===== config.mk =====
export PLATFORM = sky130hd
export DESIGN_NAME = jogador_automatico
export DESIGN_NICKNAME = d
export VERILOG_FILES = /design/src/rtl/jogador_automatico.sv
export SDC_FILE = /design/constraint.sdc
export NUM_CORES = 1
export LEC_CHECK = 0
export ABC_AREA = 1
export CAP_MARGIN = 40
export CORE_ASPECT_RATIO = 0.75
export CORE_MARGIN = 2
export CORE_UTILIZATION = 61
export DETAILED_ROUTE_END_ITERATION = 6
export PLACE_DENSITY = 0.81
export SLEW_MARGIN = 20
export SYNTH_ARGS = -nofsm -noshare
export SYNTH_HDL_FRONTEND = slang
export SYNTH_SLANG_ARGS = --single-unit

===== constraint.sdc =====
create_clock -name clock -period 3.99 [get_ports clock]
set_clock_uncertainty 0.05 [all_clocks]
set_input_delay 0.798 -clock clock [delete_from_list [all_inputs] [get_ports clock]]
set_output_delay 0.798 -clock clock [all_outputs]
set_load 0.01 [all_outputs]

===== src/rtl/jogador_automatico.sv =====
// Autonomous player for jogo_desafio_memoria.
//
// Watches the game's LED display, captures the sequence shown in each round, replays it as
// one-hot button pulses once the game waits for jogadas, then enters a new jogada (the last
// captured LED rotated left by one position) when the game asks for it.
//
// Ports:
//   clock          system clock, rising edge
//   reset          asynchronous, active-low
//   iniciar        start request, sampled in OCIOSO and FIM
//   leds           game LED display (one-hot while shown, 0000 otherwise)
//   espera_jogada  game waiting for the repeated jogadas
//   espera_nova    game waiting for the new jogada of the round
//   fim            game finished (ganhou | perdeu)
//   jogar          one-cycle start pulse to the game
//   botoes         one-hot button press to the game, 0000 when idle
//   ocupado        high in every state except OCIOSO and FIM
//   erro           sticky: malformed LED code or capture overflow
//   db_estado      current state code
//   db_contagem    entries captured this round
module jogador_automatico #(
  parameter int unsigned MAX_JOGADAS  = 16,
  parameter int unsigned PRESS_CICLOS = 2,
  parameter int unsigned GAP_CICLOS   = 2
) (
  input  logic                               clock,
  input  logic                               reset,
  input  logic                               iniciar,
  input  logic [3:0]                         leds,
  input  logic                               espera_jogada,
  input  logic                               espera_nova,
  input  logic                               fim,
  output logic                               jogar,
  output logic [3:0]                         botoes,
  output logic                               ocupado,
  output logic                               erro,
  output logic [3:0]                         db_estado,
  output logic [$clog2(MAX_JOGADAS+1)-1:0]   db_contagem
);

  localparam int unsigned CW   = $clog2(MAX_JOGADAS + 1);
  localparam int unsigned AW   = (MAX_JOGADAS > 1) ? $clog2(MAX_JOGADAS) : 1;
  localparam int unsigned TMAX = (PRESS_CICLOS > GAP_CICLOS) ? PRESS_CICLOS : GAP_CICLOS;
  localparam int unsigned TW   = (TMAX > 1) ? $clog2(TMAX) : 1;

  typedef enum logic [3:0] {
    StOcioso      = 4'd0,
    StInicia      = 4'd1,
    StCaptura     = 4'd2,
    StPressiona   = 4'd3,
    StSolta       = 4'd4,
    StAguardaNova = 4'd5,
    StNova        = 4'd6,
    StSoltaNova   = 4'd7,
    StFim         = 4'd8
  } state_e;

  state_e          state_q, state_d;
  logic [CW-1:0]   count_q, count_d;
  logic [AW-1:0]   index_q, index_d;
  logic [TW-1:0]   timer_q, timer_d;
  logic [3:0]      leds_prev_q;
  logic            erro_q, erro_d;
  logic            jogar_q, jogar_d;
  logic            ocupado_q, ocupado_d;
  logic [3:0]      botoes_q, botoes_d;

  logic [3:0]      mem_q [MAX_JOGADAS];
  logic            mem_we;
  logic [AW-1:0]   wr_addr;
  logic [AW-1:0]   last_addr;
  logic [3:0]      last_led;

  logic            led_event;
  logic            leds_one_hot;
  logic            press_done;
  logic            gap_done;
  logic            index_last;

  // A new LED is recognised only on the rising edge of the display becoming non-zero.
  assign led_event    = (leds_prev_q == 4'b0000) && (leds != 4'b0000);
  assign leds_one_hot = (leds != 4'b0000) && ((leds & (leds - 4'd1)) == 4'b0000);

  assign press_done = (timer_q == TW'(PRESS_CICLOS - 1));
  assign gap_done   = (timer_q == TW'(GAP_CICLOS - 1));
  assign index_last = (CW'(index_q) == (count_q - CW'(1)));

  assign wr_addr   = AW'(count_q);
  assign last_addr = AW'(count_q - CW'(1));
  assign last_led  = mem_q[last_addr];

  // Next-state logic; fim outranks every other condition outside OCIOSO/FIM.
  always_comb begin
    state_d = state_q;
    count_d = count_q;
    index_d = index_q;
    timer_d = timer_q;
    erro_d  = erro_q;
    mem_we  = 1'b0;

    if (fim && (state_q != StOcioso) && (state_q != StFim)) begin
      state_d = StFim;
      timer_d = '0;
    end else begin
      unique case (state_q)
        StOcioso, StFim: begin
          if (iniciar) begin
            state_d = StInicia;
            erro_d  = 1'b0;
            count_d = '0;
            index_d = '0;
            timer_d = '0;
          end
        end

        StInicia: state_d = StCaptura;

        StCaptura: begin
          if (led_event) begin
            // Malformed code or a full memory ends the game; the memory never wraps.
            if (!leds_one_hot || (count_q == CW'(MAX_JOGADAS))) begin
              erro_d  = 1'b1;
              state_d = StFim;
            end else begin
              mem_we  = 1'b1;
              count_d = count_q + CW'(1);
            end
          end else if (espera_jogada && (count_q != '0)) begin
            index_d = '0;
            timer_d = '0;
            state_d = StPressiona;
          end
        end

        StPressiona: begin
          if (press_done) begin
            timer_d = '0;
            state_d = StSolta;
          end else begin
            timer_d = timer_q + TW'(1);
          end
        end

        StSolta: begin
          if (gap_done) begin
            timer_d = '0;
            if (index_last) begin
              state_d = StAguardaNova;
            end else begin
              index_d = index_q + AW'(1);
              state_d = StPressiona;
            end
          end else begin
            timer_d = timer_q + TW'(1);
          end
        end

        StAguardaNova: begin
          if (espera_nova) begin
            timer_d = '0;
            state_d = StNova;
          end
        end

        StNova: begin
          if (press_done) begin
            timer_d = '0;
            state_d = StSoltaNova;
          end else begin
            timer_d = timer_q + TW'(1);
          end
        end

        StSoltaNova: begin
          if (gap_done) begin
            // The game shows the whole sequence again next round, so capture restarts at 0.
            timer_d = '0;
            count_d = '0;
            state_d = StCaptura;
          end else begin
            timer_d = timer_q + TW'(1);
          end
        end

        default: state_d = StOcioso;
      endcase
    end
  end

  // Outputs are decoded from the next state so they are registered alongside it.
  always_comb begin
    jogar_d   = (state_d == StInicia);
    ocupado_d = (state_d != StOcioso) && (state_d != StFim);
    botoes_d  = 4'b0000;
    if (state_d == StPressiona) begin
      botoes_d = mem_q[index_d];
    end else if (state_d == StNova) begin
      botoes_d = {last_led[2:0], last_led[3]};
    end
  end

  always_ff @(posedge clock or negedge reset) begin
    if (!reset) begin
      state_q     <= StOcioso;
      count_q     <= '0;
      index_q     <= '0;
      timer_q     <= '0;
      leds_prev_q <= 4'b0000;
      erro_q      <= 1'b0;
      jogar_q     <= 1'b0;
      ocupado_q   <= 1'b0;
      botoes_q    <= 4'b0000;
    end else begin
      state_q     <= state_d;
      count_q     <= count_d;
      index_q     <= index_d;
      timer_q     <= timer_d;
      leds_prev_q <= leds;
      erro_q      <= erro_d;
      jogar_q     <= jogar_d;
      ocupado_q   <= ocupado_d;
      botoes_q    <= botoes_d;
    end
  end

  // Capture memory needs no reset: entries are always written before being read.
  always_ff @(posedge clock) begin
    if (mem_we) begin
      mem_q[wr_addr] <= leds;
    end
  end

  assign jogar       = jogar_q;
  assign botoes      = botoes_q;
  assign ocupado     = ocupado_q;
  assign erro        = erro_q;
  assign db_estado   = state_q;
  assign db_contagem = count_q;

endmodule


-- Yosys cells after proc, flatten, opt, wreduce, memory -nomap -nowiden
Memories as Yosys holds them, arrays and structs flattened.
Cells that the tools add are included.
- add/subtract/negate cells: 5
- equality and inequality tests: 24
- mux-type cells: 42
- bitwise logic cells: 2
- reductions and logical operators: 23
- operator list (cell ; count):
    two-way mux 4 bit ; 18
    case mux 4 bit (8 select lines) ; 1
    equality test 4 x 3 -> 1 bit, second input constant ; 5
    two-way mux 5 bit ; 4
    case mux 5 bit (3 select lines) ; 1
    two-way mux 1 bit ; 14
    equality test 4 x 2 -> 1 bit, second input constant ; 3
    logical NOT 4 bit ; 3
    inequality test 3 bit, second input constant ; 4
    case mux 4 bit (3 select lines) ; 1
    nonzero test 4 bit ; 3
    inequality test 2 bit, second input constant ; 5
    AND reduction 5 bit ; 2
    nonzero test 5 bit ; 2
    equality test 4 x 1 -> 1 bit, second input constant ; 2
    inequality test 4 bit, second input constant ; 2
    logical AND 1 bit ; 6
    AND reduction 6 bit ; 1
    adder 5 x 1 -> 5 bit, second input constant ; 1
    equality test 4 x 5 -> 1 bit ; 1
    equality test 5 bit, second input constant ; 1
    subtractor 5 x 1 -> 5 bit, second input constant ; 1
    adder 4 x 1 -> 4 bit, second input constant ; 1
    bitwise AND 4 bit ; 1
    other kinds (13) ; 13
- register bits: 25
- RAM bits: 64
- input port bits: 10
- output and inout port bits: 16
- logic and storage cells: 106
- memories: 1
- memory list (name ; words ; bits a word ; rd ports ; clocked after memory_dff ; write ports ; RTL line ; text):
    mem_q ; 16 ; 4 ; 2 ; 0 ; 1 ; 68 ; logic [3:0] mem_q [MAX_JOGADAS];

-- Depth between registers and ports, before layout
- depth after elaboration: 13
- depth in mapped cells: 25
- mapped depth without buffers: 21

-- Worst setup path after synthesis
Ideal clock, no wire load.
- path type: reg2reg
- from: reg count_q[0], in the netlist db_contagem[0]
- to: reg botoes_q[0], in the netlist botoes[0]
- setup time: 0.117 ns
- data arrival time: 2.776 ns
- data required time: 3.823 ns
- path slack: 1.047 ns
- cell stages (with the launch flop): 25
- path buffers: 4
- clock period less this slack: 2.943 ns
- cells stage by stage: dfrtp_1 -> buf_4 -> inv_2 -> clkbuf_1 -> ha_1 -> buf_4 -> inv_1 -> nand2_1 -> nand2_1 -> nor2_1 -> nand2_1 -> nor2_2 -> nand2_4 -> nand2_4 -> nor2_1 -> nand3_2 -> nand2_4 -> inv_4 -> buf_6 -> nand3_1 -> nand3_1 -> nand3_1 -> nand2_1 -> nand2_1 -> nand2_1
- word-level cells in the longest chain between the ends: 9
- elaborated cells between the ends (all ways): 24
- those cells by class: add/sub (1); eq/ne (4); mux (15); reduce/logical (3); memory (1)
- RTL lines (what ; RTL line ; text):
    start: declaration ; 59 ; logic [CW-1:0] count_q, count_d;
    start signal: assignment ; 215 ; count_q <= count_d;
    parallel branches: the longest is 8 deep, another holds subtractor 5 x 1 -> 5 bit ; - ;
    two-way mux 4 bit (*) ; 195 ; if (state_d == StPressiona) begin
    via botoes_d[0] ; 66 ; logic [3:0] botoes_q, botoes_d;
    end signal: assignment ; 222 ; botoes_q <= botoes_d;
    end: declaration ; 66 ;
Mark *: on every way through the listed nets, which the timed path passes.
A chain may end at the register's enable or synchronous reset.

-- Worst setup path after layout
- from: in leds[3]
- to: reg botoes_q[1], in the netlist botoes[1]
- word-level cells in the longest chain between the ends: 13
- elaborated cells between the ends (all ways): 20
- those cells by class: add/sub (1); eq/ne (2); mux (9); bitwise (1); reduce/logical (6); memory (1)
- RTL lines (what ; RTL line ; text):
    start: declaration ; 29 ; input logic [3:0] leds,
    subtractor 4 x 1 -> 4 bit ; 82 ; assign leds_one_hot = (leds != 4'b0000) && ((leds & (leds - 4'd1)) == 4'b0000);
    bitwise AND 4 bit ; 82 ;
    logical NOT 4 bit ; 82 ;
    logical AND 1 bit ; 82 ;
    logical NOT 1 bit ; 121 ; if (!leds_one_hot || (count_q == CW'(MAX_JOGADAS))) begin
    logical OR 1 bit ; 121 ;
    two-way mux 4 bit ; 121 ;
    two-way mux 4 bit ; 119 ; if (led_event) begin
    case mux 4 bit (8 select lines) ; 105 ; unique case (state_q)
    two-way mux 4 bit ; 101 ; if (fim && (state_q != StOcioso) && (state_q != StFim)) begin
    equality test 4 x 3 -> 1 bit ; 197 ; end else if (state_d == StNova) begin
    two-way mux 4 bit ; 197 ;
    two-way mux 4 bit (*) ; 195 ;
    via botoes_d[1] ; 66 ;
Mark *: on every way through the listed nets, which the timed path passes. The rest lies on a longest branch.

==> results.json <==
{
  "p_per_area_nw_per_um2": 549,
  "drtAntennaViolNets": 0,
  "setup-tns-final_ps": 0,
  "rows": 28,
  "crit_family": "simple AND/OR/NAND/NOR gates",
  "yosys_warnings": 0,
  "drc": 0,
  "synthCells": 614,
  "critPathMostFrequentCell": "nand2_1",
  "worstSetupEndpointType": "register",
  "fmax_ghz": 0.307,
  "synth.area.top_cells": "edfxtp_1 (37%), dfrtp_1 (12%), nand3_1 (9.9%)",
  "htree_levels": 3,
  "reg2reg_depth": 21,
  "worstReg2RegStart": "db_contagem[0]$_DFFE_PN0P_",
  "dp_hpwl_mm": 10.8,
  "async_reset_ff_frac": 0.281,
  "leakage_nw": 2.41,
  "ys_seq_area_frac": 0.495,
  "start_util": 0.641,
  "synthDominantCellAreaShare": 0.374,
  "vdd_ir_drop_max_uv": 693,
  "gr-usage-met3": 0.130,
  "fin_util": 0.704,
  "cp_num_cells": 15,
  "rsz0062_at_grt": "no",
  "ys.flop_type": "edfxtp_1",
  "met2_usage": 0.428,
  "port_buffers": 25,
  "crit_chain": "clkdlybuf4s50_1 -> nor2_1 -> a21oi_1 -> nor2_1 -> nor2_2 -> nor2_4 -> nand3_4 -> nand2_4 -> nand2_1 -> nand3_1 -> nand3_1 -> nand3_1 -> nand2_1 -> nand2_1 -> nand2_1",
  "r2r_setup_slack_ps": 780,
  "placedCellCount": 728,
  "synth_commonest_cells": "nand3_1 (102), nand2_1 (99), inv_1 (88), edfxtp_1 (64), o21ai_0 (47)",
  "nets": 650,
  "slew-limit-headroom": 0.535,
  "use_met1": 0.541,
  "critPathKind": "input port to register",
  "post_cts_buffers": 0,
  "finalWirelength_mm": 14.7,
  "grt_pass1_vias": 4110,
  "hold_viol_final": 0,
  "synth_fp_nets": 629,
  "fin_crit_sh": 0.816,
  "numCtsBuffers": 9,
  "cts_resized": 0,
  "synth_edf_count": 64,
  "slew_viol_final": 0,
  "path_buf_inv": 1,
  "hp-class": "register to register",
  "synth_seq_cells": 89,
  "clk_path_buf_depth": 2,
  "postCtsHoldBufs": 0,
  "crit_path_max_incr_delay_ps": 500,
  "insertion_delay_ps": 380,
  "finalCriticalPeriod_ps": 3250,
  "num_antenna_cells": 0,
  "ioPinCount": 26,
  "routedWlPerCell_um": 19.7,
  "tightest_slew_ps": 680,
  "multi_input_area_um2": 2090,
  "grt_max_degree": 58,
  "crit_fanout": 33,
  "syn-cell-area_um2": 5140,
  "setup_viol": 0,
  "die-area_um2": 9190,
  "synth_cell_types": 38,
  "routabilityCongestion": 0.927,
  "grt_use_total": 0.337,
  "critPathLaunch": "leds[3]",
  "synth_most_common_cell": "nand3_1",
  "syn_avg_cell_area_um2": 8.38,
  "area_delta_synth_final_pct": 9.73,
  "core_area_um2": 8020,
  "drive_gt1_frac": 0.0922,
  "crit_end": "botoes[1]$_DFF_PN0_",
  "cts_root_buf": "clkbuf_8",
  "overflow": 0,
  "r2r-end": "botoes[1]$_DFF_PN0_",
  "drt_iter0_markers": 677,
  "die_x_um": 110,
  "cts_tree": "built",
  "clkSlewWorstSetupHoldPaths_ps": 100,
  "ff_latch_area_um2": 2550,
  "slowest_stage": "a21oi_1",
  "num_vias": 4598,
  "worstPathRequired_ps": 4260,
  "die_height_um": 83.5,
  "worst_ep_arrival_time_ps": 3530,
  "grt.busiest_layer": "met1",
  "critPathLaunchType": "input port",
  "cap_violations": 0,
  "synth_area_leader_cell": "edfxtp_1",
  "status": "complete, no violations",
  "final_cells": 745,
  "clock-sinks": 89,
  "dr.pass1.iters": 5,
  "antenna_found_initial": 0,
  "fillers": 643,
  "via_per_inst": 6.17,
  "grt_first_pass_wirelength_mm": 22.8
}
-- per-layer routing --
layer | vias to the layer above | part of all wire
met5 | - | 0
met4 | 0 | 0.015
met3 | 30 | 0.16
met2 | 320 | 0.40
met1 | 2133 | 0.43
li1 | 2115 | -
-- registers in the layout (all words and copies together) (netlist names), 4 cells and up --
name,count
db_contagem,5
index_q,4
mem_q,64
botoes,4
db_estado,4
leds_prev_q,4
-- cell families after synthesis --
family	share of synthesized area
buf+inv	0.0982
xor+xnor	0.00170
flops	0.495
compound gates	0.109
simple gates	0.284
fa+ha+maj	0.0122
-- where the power goes --
group,leakage (nW),internal [mW],total (mW),switching (mW)
Sequential,0.906,1.04,1.11,0.0699
Clock,0.0922,0.244,0.619,0.376
Combinational,1.41,0.445,1.37,0.926
-- placed cells by master (no fill, tap or decap), types with 2 or more instances in the layout --
cell,n
nand3_1,102
nand2_1,99
inv_1,88
edfxtp_1,64
o21ai_0,47
a21oi_1,46
nor2_1,41
dfrtp_1,25
clkdlybuf4s50_1,25
nand2_2,10
nand3b_1,10
clkbuf_8,9
buf_4,9
nand4_1,8
nand2_4,6
nor3_1,6
ha_1,5
nor2_2,4
nand3_2,4
nor4_1,3
inv_8,3
a311oi_1,2
inv_4,2
nor2_4,2
a211oi_1,2
nor3b_1,2
inv_6,2
clkinvlp_4,2
-- tightest hold or removal path: stages, from the launching register on --
cell	delay, ps
dfrtp_1	350
nand2_1	50
o21ai_0	70
-- stage by stage --
| stage | hold slack (ps) | setup WS [ps] | cell area [um^2] | total power, mW |
|---|---|---|---|---|
| 6_report | 458 | 736 | 5650 | 3.10 |
| 5_1_grt | 527 | 482 | 5650 | 3.28 |
| 4_1_cts | 462 | 816 | 5630 | 3.05 |
| 3_5_place_dp | 440 | 428 | 5440 | 2.45 |
| 3_3_place_gp | 425 | 498 | 5440 | 2.42 |
| 2_1_floorplan | 452 | 1050 | 5140 | 2.11 |
-- how the worst min path moves through the flow --
stage                     startpoint                   to  cells past startpoint
global route        erro$_DFFE_PN0P_     erro$_DFFE_PN0P_                      2
finish              erro$_DFFE_PN0P_     erro$_DFFE_PN0P_                      2
global placement    erro$_DFFE_PN0P_     erro$_DFFE_PN0P_                      2
CTS                 erro$_DFFE_PN0P_     erro$_DFFE_PN0P_                      2
floorplan                      reset  botoes[0]$_DFF_PN0_                      0
detailed placement  erro$_DFFE_PN0P_     erro$_DFFE_PN0P_                      2
-- final cells by class --
cell class | count | area share
sequential | 89 | 0.451
multi-input combinational | 408 | 0.371
inverter | 92 | 0.0623
timing repair buffer | 35 | 0.0590
clock buffer | 9 | 0.0219
clock inverter | 7 | 0.0117
tap | 105 | 0.0233
Note: power is estimated with default switching activity, not from simulation.
